<file path="config.mk">
export PLATFORM = sky130hd
export DESIGN_NAME = tug_key_arbiter
export DESIGN_NICKNAME = d
export VERILOG_FILES = /design/src/rtl/tug_key_arbiter.sv
export SDC_FILE = /design/constraint.sdc
export NUM_CORES = 1
export LEC_CHECK = 0
export ABC_AREA = 1
export BUFFER_PORTS_ARGS = -buffer_cell sky130_fd_sc_hd__buf_2
export CORE_ASPECT_RATIO = 1.25
export CORE_UTILIZATION = 30
export DETAILED_ROUTE_END_ITERATION = 7
export REMOVE_ABC_BUFFERS = 1
export SLEW_MARGIN = 0
export SYNTH_ARGS = -nofsm -noshare
export SYNTH_HDL_FRONTEND = slang
export SYNTH_SLANG_ARGS = --single-unit
</file>
<file path="constraint.sdc">
create_clock -name clk -period 3.43 [get_ports clk]
set_clock_uncertainty 0.15 [all_clocks]
set_input_delay 0.1715 -clock clk [delete_from_list [all_inputs] [get_ports clk]]
set_output_delay 0.1715 -clock clk [all_outputs]
set_load 0.1 [all_outputs]
</file>
<file path="src/rtl/tug_key_arbiter.sv">
// Tug-of-war input front end: synchronizes the two player keys, turns each fresh
// press into a single move/tie pulse, then enforces a hold-off window and a game-over freeze.
module tug_key_sync #(
  parameter int SYNC_STAGES = 2
) (
  input  logic clk,
  input  logic Reset,
  input  logic key,
  output logic rise
);
  logic [SYNC_STAGES-1:0] sync_q;
  logic [SYNC_STAGES-1:0] vld_pipe;
  logic                   prev_q;
  logic                   arm_q;
  logic                   s;

  assign s = sync_q[SYNC_STAGES-1];

  // vld_pipe marks which stages hold real samples; the reset zeros in the chain
  // must not arm the key, or a key held through reset release would fire.
  always_ff @(posedge clk or negedge Reset) begin
    if (!Reset) begin
      sync_q   <= '0;
      vld_pipe <= '0;
      prev_q   <= 1'b0;
      arm_q    <= 1'b0;
    end else begin
      sync_q   <= {sync_q[SYNC_STAGES-2:0], key};
      vld_pipe <= {vld_pipe[SYNC_STAGES-2:0], 1'b1};
      prev_q   <= s;
      arm_q    <= arm_q | (vld_pipe[SYNC_STAGES-1] & ~s);
    end
  end

  assign rise = s & ~prev_q & arm_q;
endmodule

module tug_key_arbiter #(
  parameter int SYNC_STAGES = 2,
  parameter int HOLDOFF     = 4
) (
  input  logic clk,
  input  logic Reset,
  input  logic key_l,
  input  logic key_r,
  input  logic enable,
  input  logic game_over,
  output logic move_left,
  output logic move_right,
  output logic tie,
  output logic busy
);
  localparam int NUM_KEYS = 2;

  typedef enum logic [1:0] {IDLE, HOLD, DONE} state_t;

  logic [NUM_KEYS-1:0] keys;
  logic [NUM_KEYS-1:0] rise;

  state_t     state_q, state_d;
  logic [7:0] cnt_q, cnt_d;
  logic       ml_q, ml_d, mr_q, mr_d, tie_q, tie_d;

  assign keys = {key_r, key_l};

  // lane 0 = left (human), lane 1 = right (computer)
  for (genvar i = 0; i < NUM_KEYS; i++) begin : g_key
    tug_key_sync #(.SYNC_STAGES(SYNC_STAGES)) u_sync (
      .clk   (clk),
      .Reset (Reset),
      .key   (keys[i]),
      .rise  (rise[i])
    );
  end

  always_ff @(posedge clk or negedge Reset) begin
    if (!Reset) begin
      state_q <= IDLE;
      cnt_q   <= '0;
      ml_q    <= 1'b0;
      mr_q    <= 1'b0;
      tie_q   <= 1'b0;
    end else begin
      state_q <= state_d;
      cnt_q   <= cnt_d;
      ml_q    <= ml_d;
      mr_q    <= mr_d;
      tie_q   <= tie_d;
    end
  end

  always_comb begin
    state_d = state_q;
    cnt_d   = cnt_q;
    ml_d    = 1'b0;
    mr_d    = 1'b0;
    tie_d   = 1'b0;
    if (game_over) begin
      state_d = DONE;
    end else begin
      case (state_q)
        IDLE: begin
          if (enable && (|rise)) begin
            state_d = HOLD;
            cnt_d   = 8'(HOLDOFF - 1);
            tie_d   = rise[0] & rise[1];
            ml_d    = rise[0] & ~rise[1];
            mr_d    = rise[1] & ~rise[0];
          end
        end
        HOLD: begin
          if (cnt_q == 8'd0) state_d = IDLE;
          else               cnt_d   = cnt_q - 8'd1;
        end
        DONE: begin
          // restart handshake: scoring clears game_over while the game is disabled
          if (!enable) state_d = IDLE;
        end
        default: state_d = IDLE;
      endcase
    end
  end

  assign move_left  = ml_q;
  assign move_right = mr_q;
  assign tie        = tie_q;
  assign busy       = (state_q == HOLD);
endmodule
</file>
==> flow_summary.yaml <==
detailed_routing:
  first_pass_iters: 4
  drt_iter0_drc: 14
  finalWirelength_um: 1780
  route.detailed.drc: 0
  routed-via-count: 735
  post_drt_wl_per_cell_um: 10.7
  detail-route-antenna-nets: 0
  vias_per_cell: 4.43
die:
  core-area_um2: 3220
  rows: 23
  die_area_um2: 3660
  ios: 10
  start_util_pct: 31.8
  die_h_um: 67.3
  die_width_um: 54.3
sta:
  worstMarginPinSlew_ps: 511
  final_max_slew_viol_count: 0
  setup_viol: 0
  fin_crit_sh_pct: 47.2
  rsz0062_at_grt: "false"
  min_period_ps: 1620
  holdWs_ps: 27.4
  fin_setup_tns_ps: 0
  final-hold-violation-count: 0
  fmax_mhz: 618
  maxSlewHeadroom_pct: 66.0
clock_network:
  cts_resized: 0
  cts_hold_buf: 4
  post_cts_buffers: 0
  cts_tree: "done"
  cts.sinks: 23
  root_buffer: "clkbuf_8"
  clk_pin_slew_ps: 90
  clk_path_buf_depth: 2
  cts_made_buffers: 3
  cts-htree-levels: 1
  insertion_delay_ps: 260
cells_and_area:
  drive_gt1_share_pct: 18.6
  final_cell_area_um2: 1200
  antennaDiodeCount: 0
  final_cell_count_no_fill: 166
  fin_nets: 138
  n_fill_cell: 336
  syn_to_final_growth_pct: 17.6
critical_path:
  r2r_slack_ps: 1860
  reg2regPathDepth: 8
  cp-end-kind: "primary output"
  cp.required_ps: 3110
  cp.arrival_ps: 1300
  criticalPathCategory: "reg2out"
  cp_max_fo: 4
  start_kind: "flop"
power_and_ir_drop:
  total_power_uw: 611
  ir_worst_vdd_v: 0.000219
  p_per_area_nw_per_um2: 507
  pwr-share-clk_pct: 28.0
  p_comb_share_pct: 22.1
  internal_power_uw: 422
  p_switching_uw: 189
  p_sw_share_pct: 30.9
  power_frac_seq_pct: 50.0
  leakage_nw: 0.608
global_route:
  grt_usage_pct: 11.4
  grt_pass1_wl_um: 2940
  grt_max_degree: 24
  grt_overflow: 0
  antenna_found_initial: 0
  grt_pass1_vias: 722
flow_run:
  maxCapViolations: 0
yosys:
  yosysWarnings: 0
  synthCells: 112
  synth_area_leader_cell: "dfrtp_1"
  synth_top_flop_cell: "dfrtp_1"
  yosysUniqueCellTypes: 19
  synth_edf_count: 0
  synthTopCellsByCount: "nand2_1 (35), dfrtp_1 (23), inv_1 (11)"
  synth_seq_cells: 23
  synthArstFlopShare_pct: 100
  yosys.area.top_type_share_pct: 56.2
  yosysMostFrequentCell: "nand2_1"
  syn_area_per_cell_um2: 9.15
  synth.area.top_cells: "dfrtp_1 (56%), nand2_1 (13%), inv_1 (4.0%)"
  syn_area_um2: 1020
  ys_seq_area_share_pct: 56.2
placement:
  gp_congestion: 0.798
  placed_area_um2: 1120
  dp_cells: 158
  io_buffer_count: 9
  hpwl_um: 1290
run_status:
  status: "finished, final reports clean"
worst_hold_path:
  min_path_cells: 3
  hold_path.class: "in2reg"
[worst max-delay path: stages (launching register included)]
cell	delay [ps]
dfrtp_1	440
nor2_4	160
buf_2	440
[per-layer routing]
layer	wire, µm	global-route usage, %
met1	856	13.4
met2	839	18.3
met3	51	2.70
met4	27	6.73
met5	0	0
[power groups by stage]
stage / clock (mW) / sequential [mW] / combinational, mW
finish: 0.171 / 0.305 / 0.135
global placement: 0 / 0.310 / 0.129
detailed placement: 0 / 0.311 / 0.133
CTS: 0.177 / 0.305 / 0.137
floorplan: 0 / 0.310 / 0.102
global route: 0.184 / 0.308 / 0.155
[sequential cells by signal, summed over array words and instances, names as in the netlist]
register,cells
g_key.u_sync.vld_pipe,2
g_key.u_sync.sync_q,4
state_q,2
move_left,1
cnt_q,8
g_key.u_sync.prev_q,2
move_right,1
g_key.u_sync.arm_q,2
tie,1
[metrics by stage]
stage | setup slack, ps | util (%)
CTS | 1800 | 37.4
finish | 1810 | 37.4
global placement | 1930 | 34.6
global route | 1760 | 37.4
floorplan | 1720 | -
detailed placement | 1860 | 34.6
[path summary, 6_finish.rpt]
path                                                startpoint                                   to
setup / recovery                        state_q[1]$_DFFE_PN0P_                                 busy
hold / removal                                          enable               state_q[1]$_DFFE_PN0P_
setup reg to reg                          cnt_q[0]$_DFFE_PN0P_                 cnt_q[1]$_DFFE_PN0P_
hold reg to reg            g_key[1].u_sync.sync_q[0]$_DFF_PN0_  g_key[1].u_sync.sync_q[1]$_DFF_PN0_
max in group asynchronous                                Reset                 cnt_q[2]$_DFFE_PN0P_
min in group asynchronous                                Reset  g_key[1].u_sync.sync_q[0]$_DFF_PN0_
[layout make-up]
type                            instances  area (µm²)  area share (%)
Inverter                               14        52.6            4.36
Tap cell                               37        46.3            3.84
Clock inverter                          1        7.51           0.623
Sequential cell                        23         576            47.8
Timing Repair Buffer                   13        85.1            7.06
Multi-Input combinational cell         75         397            32.9
Clock buffer                            3        41.3            3.43
[cells in the final DEF, fill, tap and decap left out]
master,instances
a21oi_2,1
a311oi_1,1
a31oi_1,1
buf_2,9
clkbuf_8,3
clkinvlp_4,1
conb_1,1
dfrtp_1,23
dlygate4sd3_1,4
ha_1,2
inv_1,11
inv_2,3
nand2_1,35
nand2_2,2
nand3_1,7
nand3_2,2
nand4_1,4
nor2_1,8
nor2_2,1
nor2_4,2
o21bai_1,3
or2_1,2
xor2_1,3
[kinds of logic after synthesis]
kind of cell / after synthesis / share of synthesized area [%]
xor gates and xnor gates: 3 / 2.56
adders and majority gates: 2 / 2.44
and+or+nand+nor: 63 / 28.8
other: 1 / 0.366
DFF: 23 / 56.2
AOI/OAI and AO/OA: 6 / 4.52
buffers and inverters: 14 / 5.13
Power figures use the tool's default switching activity.
